`config.mk`:
```
export PLATFORM = sky130hd
export DESIGN_NAME = disp_sched
export DESIGN_NICKNAME = d
export VERILOG_FILES = /design/src/rtl/disp_sched.sv
export SDC_FILE = /design/constraint.sdc
export NUM_CORES = 1
export LEC_CHECK = 0
export CAP_MARGIN = 10
export CORE_ASPECT_RATIO = 2
export CORE_MARGIN = 5
export CORE_UTILIZATION = 40
export CTS_BUF_LIST = sky130_fd_sc_hd__clkbuf_2 sky130_fd_sc_hd__clkbuf_4 sky130_fd_sc_hd__clkbuf_8
export CTS_CLUSTER_DIAMETER = 100
export DETAILED_ROUTE_END_ITERATION = 10
export DONT_BUFFER_PORTS = 1
export GPL_TIMING_DRIVEN = 0
export HOLD_SLACK_MARGIN = 0.06
export PLACE_DENSITY_LB_ADDON = 0.25
export SYNTH_ARGS = -nofsm -noshare
export SYNTH_HDL_FRONTEND = slang
export SYNTH_SLANG_ARGS = --single-unit
```
`constraint.sdc`:
```
create_clock -name clk -period 2.8 [get_ports clk]
set_input_delay 0.56 -clock clk [delete_from_list [all_inputs] [get_ports clk]]
set_output_delay 0.56 -clock clk [all_outputs]
set_load 0.05 [all_outputs]
```
`src/rtl/disp_sched.sv`:
```
// Display scheduler: arbitrates keypad echo, ALU result and error status onto
// the shared seven-segment display with min-hold, idle-blank and error blink.
module disp_sched #(
    parameter int W         = 36,
    parameter int HOLD_CYC  = 16,
    parameter int IDLE_CYC  = 1024,
    parameter int BLINK_CYC = 8
) (
    input  logic         clk,
    input  logic         reset,
    input  logic         clear,
    input  logic         ent_valid,
    output logic         ent_ready,
    input  logic [W-1:0] ent_data,
    input  logic         res_valid,
    output logic         res_ready,
    input  logic [W-1:0] res_data,
    input  logic         res_div0,
    input  logic         err_valid,
    output logic         err_ready,
    output logic [W-1:0] disp_binary,
    output logic         disp_div0,
    output logic         disp_en,
    output logic [1:0]   owner
);

    localparam int HW = (HOLD_CYC  > 1) ? $clog2(HOLD_CYC)  : 1;
    localparam int IW = (IDLE_CYC  > 1) ? $clog2(IDLE_CYC)  : 1;
    localparam int BW = (BLINK_CYC > 1) ? $clog2(BLINK_CYC) : 1;

    localparam logic [1:0] ID_NONE = 2'd0;
    localparam logic [1:0] ID_ENT  = 2'd1;
    localparam logic [1:0] ID_RES  = 2'd2;
    localparam logic [1:0] ID_ERR  = 2'd3;

    typedef enum logic [1:0] {
        ST_BLANK = 2'd0,
        ST_SHOW  = 2'd1,
        ST_ERR   = 2'd2
    } state_t;

    state_t        state_q, state_d;
    logic [W-1:0]  disp_binary_q, disp_binary_d;
    logic          disp_div0_q, disp_div0_d;
    logic          disp_en_q, disp_en_d;
    logic [1:0]    owner_q, owner_d;
    logic [HW-1:0] hold_cnt_q, hold_cnt_d;
    logic [IW-1:0] idle_cnt_q, idle_cnt_d;
    logic [BW-1:0] blink_cnt_q, blink_cnt_d;

    logic elig_ent, elig_res, elig_err;
    logic req_ent, req_res, req_err;
    logic acc_ent, acc_res, acc_err;
    logic xfer;

    // A requester may take the display when it is free, the hold has expired,
    // it outranks the current owner, or it already owns it.
    always_comb begin
        elig_ent = (owner_q == ID_NONE) || (hold_cnt_q == '0) ||
                   (ID_ENT > owner_q) || (owner_q == ID_ENT);
        elig_res = (owner_q == ID_NONE) || (hold_cnt_q == '0) ||
                   (ID_RES > owner_q) || (owner_q == ID_RES);
        elig_err = (owner_q == ID_NONE) || (hold_cnt_q == '0) ||
                   (ID_ERR > owner_q) || (owner_q == ID_ERR);

        req_err = err_valid & elig_err;
        req_res = res_valid & elig_res;
        req_ent = ent_valid & elig_ent;

        acc_err = req_err & ~clear & ~reset;
        acc_res = req_res & ~req_err & ~clear & ~reset;
        acc_ent = req_ent & ~req_res & ~req_err & ~clear & ~reset;
        xfer    = acc_err | acc_res | acc_ent;
    end

    always_comb begin
        state_d       = state_q;
        disp_binary_d = disp_binary_q;
        disp_div0_d   = disp_div0_q;
        disp_en_d     = disp_en_q;
        owner_d       = owner_q;
        hold_cnt_d    = hold_cnt_q;
        idle_cnt_d    = idle_cnt_q;
        blink_cnt_d   = blink_cnt_q;

        if (clear) begin
            state_d       = ST_BLANK;
            disp_binary_d = '0;
            disp_div0_d   = 1'b0;
            disp_en_d     = 1'b0;
            owner_d       = ID_NONE;
            hold_cnt_d    = '0;
            idle_cnt_d    = '0;
            blink_cnt_d   = '0;
        end else if (xfer) begin
            hold_cnt_d  = HW'(HOLD_CYC - 1);
            idle_cnt_d  = IW'(IDLE_CYC - 1);
            blink_cnt_d = BW'(BLINK_CYC - 1);
            disp_en_d   = 1'b1;
            if (acc_err) begin
                disp_div0_d = 1'b1;
                state_d     = ST_ERR;
                owner_d     = ID_ERR;
            end else if (acc_res) begin
                disp_binary_d = res_data;
                disp_div0_d   = res_div0;
                state_d       = res_div0 ? ST_ERR : ST_SHOW;
                owner_d       = ID_RES;
            end else begin
                disp_binary_d = ent_data;
                disp_div0_d   = 1'b0;
                state_d       = ST_SHOW;
                owner_d       = ID_ENT;
            end
        end else begin
            hold_cnt_d = (hold_cnt_q == '0) ? '0 : hold_cnt_q - 1'b1;
            case (state_q)
                ST_SHOW: begin
                    if (idle_cnt_q == '0) begin
                        state_d   = ST_BLANK;
                        disp_en_d = 1'b0;
                        owner_d   = ID_NONE;
                    end else begin
                        idle_cnt_d = idle_cnt_q - 1'b1;
                    end
                end
                ST_ERR: begin
                    if (blink_cnt_q == '0) begin
                        disp_en_d   = ~disp_en_q;
                        blink_cnt_d = BW'(BLINK_CYC - 1);
                    end else begin
                        blink_cnt_d = blink_cnt_q - 1'b1;
                    end
                end
                default: ;
            endcase
        end
    end

    always_ff @(posedge clk or posedge reset) begin
        if (reset) begin
            state_q       <= ST_BLANK;
            disp_binary_q <= '0;
            disp_div0_q   <= 1'b0;
            disp_en_q     <= 1'b0;
            owner_q       <= ID_NONE;
            hold_cnt_q    <= '0;
            idle_cnt_q    <= '0;
            blink_cnt_q   <= '0;
        end else begin
            state_q       <= state_d;
            disp_binary_q <= disp_binary_d;
            disp_div0_q   <= disp_div0_d;
            disp_en_q     <= disp_en_d;
            owner_q       <= owner_d;
            hold_cnt_q    <= hold_cnt_d;
            idle_cnt_q    <= idle_cnt_d;
            blink_cnt_q   <= blink_cnt_d;
        end
    end

    assign ent_ready   = acc_ent;
    assign res_ready   = acc_res;
    assign err_ready   = acc_err;
    assign disp_binary = disp_binary_q;
    assign disp_div0   = disp_div0_q;
    assign disp_en     = disp_en_q;
    assign owner       = owner_q;

endmodule
```
# ---- Word-level counts from Yosys, hierarchy flattened
# Index checks and enable logic that the tools add are counted.
dict set report totals {
  regBits 59
  inputBits 79
}
dict set report op_classes {
  bitwise 19
  magnitude_cmp 3
  n_addsub 3
  n_eq_ne 9
  reduce_logical 20
  muxes 35
}
# cell count
set ops {}
lappend ops {{two-way mux 36 bit} 4}
lappend ops {{two-way mux 10 bit} 4}
lappend ops {{two-way mux 2 bit} 11}
lappend ops {{bitwise AND 1 bit} 12}
lappend ops {{two-way mux 3 bit} 4}
lappend ops {{two-way mux 4 bit} 3}
lappend ops {{logical NOT 10 bit} 1}
lappend ops {{subtractor 10 x 1 -> 10 bit, second input constant} 1}
lappend ops {{nonzero test 3 bit} 3}
lappend ops {{two-way mux 1 bit} 8}
lappend ops {{!= test 4 bit, second input constant} 2}
lappend ops {{logical OR 1 bit} 7}
lappend ops {{equality test 2 bit, second input constant} 3}
lappend ops {{AND reduction 2 bit} 3}
lappend ops {{inverter 1 bit} 5}
lappend ops {{equality test 2 x 1 -> 1 bit, second input constant} 2}
lappend ops {{greater-than comparator 2 bit, first input constant} 2}
lappend ops {{logical NOT 4 bit} 1}
lappend ops {{nonzero test 4 bit} 1}
lappend ops {{subtractor 4 x 1 -> 4 bit, second input constant} 1}
lappend ops {{logical NOT 3 bit} 1}
lappend ops {{!= test 3 bit, second input constant} 1}
lappend ops {{AND reduction 3 bit} 1}
lappend ops {{subtractor 3 x 1 -> 3 bit, second input constant} 1}
lappend ops {{other kinds (6)} 7}

# ---- Longest topological paths before layout
dict set report logic_depth {
  word_depth 13
  depth_mapped 7
  ltp_nobuf 7
}

# ---- Least setup slack after synthesis
# No wires, ideal clock.
dict set report synth_timing {
  kind {reg-to-reg}
  startpoint {register owner_q[1] (netlist: owner[1])}
  endpoint {register disp_binary_q[10] (netlist: disp_binary[10])}
  t_arrival_ns 1.910
  path_slack_ns 0.765
  stages_incl_launch_ff 7
  period_less_slack_ns 2.035
  path_cell_list {dfrtp_1 -> o41ai_2 -> o211a_1 -> buf_6 -> buf_12 -> mux2_4 -> mux2_4}
}
dict set report synth_via {
  elab_chain_cells 13
  word_cells_on_any_way 37
}
# element line
set synth_rtl {}
lappend synth_rtl {{start, declared} 46} ;# logic [1:0] owner_q, owner_d;
lappend synth_rtl {{start signal, assigned} 155} ;# owner_q <= owner_d;
lappend synth_rtl {{branches (longest 13 deep; another with greater-than comparator 2 bit)} --}
lappend synth_rtl {{end signal, assigned} 152} ;# disp_binary_q <= disp_binary_d;
lappend synth_rtl {{end, declared} 43} ;# logic [W-1:0] disp_binary_q, disp_binary_d;
# Parallel ways; which one is timed is not known. The select of a mux whose other input is x is not followed.
# A chain may end at the register's enable or synchronous reset.

# ---- Worst setup path in the final report
dict set report layout_timing {
  startpoint {register hold_cnt_q[0]}
  endpoint {output ent_ready}
}
dict set report layout_via {
  elab_chain_cells 10
  word_cells_on_any_way 17
}
# element line
set layout_rtl {}
lappend layout_rtl {{start, declared} 47} ;# logic [HW-1:0] hold_cnt_q, hold_cnt_d;
lappend layout_rtl {{start signal, assigned} 156} ;# hold_cnt_q <= hold_cnt_d;
lappend layout_rtl {{logical NOT 4 bit *} {59, 61, 63}}
lappend layout_rtl {{logical OR 1 bit *} {59, 61, 63}}
lappend layout_rtl {{logical OR 1 bit} 61} ;# elig_res = (owner_q == ID_NONE) || (hold_cnt_q == '0) ||
lappend layout_rtl {{logical OR 1 bit} 62} ;# (ID_RES > owner_q) || (owner_q == ID_RES);
lappend layout_rtl {{bitwise AND 1 bit} 67} ;# req_res = res_valid & elig_res;
lappend layout_rtl {{inverter 1 bit} 72} ;# acc_ent = req_ent & ~req_res & ~req_err & ~clear & ~reset;
lappend layout_rtl {{bitwise AND 1 bit} 72}
lappend layout_rtl {{bitwise AND 1 bit * (3 in a row)} 72}
lappend layout_rtl {{end, declared} 13} ;# output logic ent_ready,
# Mark *: on every way between the ends. The rest lies on a longest branch, timed or not.

==> impl_metrics.py <==
metrics = {
    "run_status": {
        "status": "complete, no violations",
    },
    "timing": {
        "holdWs_ns": 0.117,
        "fin_setup_tns_ns": 0,
        "fmax_mhz": 397,
        "hold_violations": 0,
        "fin_crit_sh_pct": 89.9,
        "grt_setup_unrepaired": "false",
        "maxSlewHeadroom_pct": 51.5,
        "period_minus_slack_ns": 2.52,
        "maxSlewViolCount": 0,
        "tightest_slew_ns": 0.722,
        "finalSetupViolations": 0,
        "fin_skew_ns": 0.00700,
    },
    "clock_network": {
        "hold_buffers": 0,
        "root_buffer": "clkbuf_8",
        "htreeDepth": 3,
        "cts.clk_slew.worst_paths_ns": 0.07,
        "clk_latency_ns": 0.33,
        "cts_setup_buffers": 0,
        "cts_tree": "yes",
        "cts_buffers": 9,
        "cts_resized": 0,
        "clock_sinks": 59,
        "clock_path_buffers": 2,
    },
    "critical_path": {
        "end_kind": "primary output",
        "reg2reg_to": "idle_cnt_q[1]",
        "critical_path_class": "reg -> out",
        "startpoint_type": "flop",
        "path_max_fanout": 7,
        "r2r_slack_ns": 0.47,
        "cp_data_required_time_ns": 2.24,
        "worst_ep_arrival_time_ns": 1.96,
        "r2r-start": "owner[1]",
        "reg2regPathDepth": 4,
    },
    "grt": {
        "first_global_vias": 2541,
        "grt_pass1_wl_um": 12800,
        "grt_overflow": 0,
        "antenna_found_initial": 0,
        "grt_usage_pct": 14.7,
        "grt_max_degree": 40,
    },
    "finish": {
        "design_area_mm2": 0.00387,
        "drive_above_1_share_pct": 32.4,
        "final_nets": 395,
        "n_fill_cell": 850,
        "finalNonFillerCells": 415,
        "diodes": 0,
        "synthToLayoutAreaGrowth_pct": 9.84,
    },
    "synth": {
        "synth_edf_count": 0,
        "synth_nets": 383,
        "async_flop_share_pct": 100,
        "yosys_most_used_dff": "dfrtp_1",
        "syn_avg_cell_area_um2": 11.8,
        "ys_types": 47,
        "mappedNetlistArea_mm2": 0.00352,
        "synth.yosys.seq_area_share_pct": 41.9,
        "synthCells": 299,
        "ys.warnings.count": 0,
        "synth-seq-cells": 59,
    },
    "floorplanning": {
        "die_w_um": 76.3,
        "start_util_pct": 40.7,
        "core.rowCount": 48,
        "dieArea_mm2": 0.0109,
        "core_region_area_mm2": 0.00865,
        "die_h_um": 143,
        "ioPinCount": 122,
    },
    "pwr": {
        "power.density_mw_per_mm2": 637,
        "ir_drop_mv": 0.305,
        "p_leak_nw": 1.70,
        "total_power_mw": 2.46,
    },
    "detailed_routing": {
        "drc": 0,
        "post_drt_via_cell_ratio": 5.74,
        "wl_per_cell_um": 19.3,
        "vias": 2384,
        "drt-initial-drc-count": 189,
        "ant_nets": 0,
        "finalWirelength_um": 7990,
        "first_pass_iters": 4,
    },
    "place": {
        "placed_area_mm2": 0.00367,
        "hpwl_um": 6120,
        "placed_cells_incl_taps": 400,
        "place.gp.congestion": 0.792,
        "portBuffers": 0,
    },
    "flow_run": {
        "max-cap-violations": 0,
    },
    "hold_path": {
        "hold_path.class": "in -> async",
    },
}
## synthesized netlist by cell type (2+ instances only)
cell       number  area (µm²)
nand2_1        11        41.3
o31ai_1         4        30.0
dfrtp_1        59        1480
mux2_2         32         360
buf_4           2        15.0
o311ai_0        2        17.5
buf_6           3        33.8
o2111ai_1       2        17.5
nor3_1          5        25.0
clkbuf_1       10        37.5
xor2_1          3        26.3
buf_12          2        40.0
o21ai_0        14        70.1
nand3_1         3        15.0
inv_1          13        48.8
nor2b_1        38         238
a21oi_1         9        45.0
or3_1           3        18.8
and2_1          2        12.5
mux2_4         40         601
a31oi_1         7        43.8
ha_1            5        62.6
nor2_1          6        22.5
## through the flow
step	worst slack (ns)	utilization, %
after detailed placement	0.477	42.4
after CTS	0.237	44.7
after global placement	0.0476	42.2
final	0.282	44.7
after global routing	0.166	44.7
after floorplan	0.765	-
## state kept, by name, summed over array words and instances, names as in the netlist
name	cells
disp_binary	36
owner	2
idle_cnt_q	10
disp_en	1
disp_div0	1
blink_cnt_q	3
state_q	2
hold_cnt_q	4
## cell type report
class	instances	area (µm²)	area share, %
multi-input cells	210	1870	48.3
flip-flops and latches	59	1480	38.2
clock buffers	11	151	3.91
plain buffers	17	126	3.27
well taps	100	125	3.24
clock inverters	4	50.0	1.29
inverters	13	48.8	1.26
repair buffers	1	20.0	0.518
## cell usage in the layout, fill, tap and decap left out, types with 2 or more instances in the layout
cell	count
dfrtp_1	59
mux2_4	40
nor2b_1	38
mux2_2	32
o21ai_0	14
inv_1	12
nand2_1	11
clkbuf_8	11
clkbuf_1	10
a21oi_1	9
a31oi_1	7
nor2_1	6
nor3_1	5
ha_1	5
o31ai_1	4
or3_1	3
buf_6	3
buf_12	3
nand3_1	3
xor2_1	3
o311ai_0	2
and2_1	2
buf_4	2
o2111ai_1	2
clkinvlp_4	2
## critical path: stages, from the launching register on
cell	delay (ns)
dfrtp_1	0.45
o41ai_2	0.53
and4_1	0.64
## cell families after synthesis
| kind of cell | share of synthesized area [%] |
|---|---|
| multiplexers | 27.3 |
| XOR/XNOR | 0.995 |
| AO/OA/AOI/OAI | 10.1 |
| buffers and inverters | 4.98 |
| adder cells (fa/ha/maj) | 1.78 |
| AND/OR/NAND/NOR | 12.9 |
| flip-flops | 41.9 |
## how the worst max path moves through the flow
stage | to | slack [ns] | start
after floorplan | disp_binary[10] | 0.76 | owner[1]
after global placement | disp_binary[33] | 0.05 | reset
after detailed placement | idle_cnt_q[1] | 0.48 | owner[1]
after CTS | ent_ready | 0.24 | hold_cnt_q[0]
after global routing | ent_ready | 0.17 | hold_cnt_q[0]
final | ent_ready | 0.28 | hold_cnt_q[0]
## power by group
| group | switching [mW] | internal, mW |
|---|---|---|
| Sequential | 0.325 | 0.944 |
| Combinational | 0.194 | 0.213 |
| Clock | 0.335 | 0.453 |
| Total | 0.854 | 1.61 |
## layer usage
metal,global-route usage [%],up-vias,share of wire (%)
li1,-,1096,-
met1,14.8,1172,35
met2,26.8,106,55
met3,5.37,10,8.6
met4,6.36,0,1.5
met5,0,-,0
Note: power is estimated with default switching activity, not from simulation.
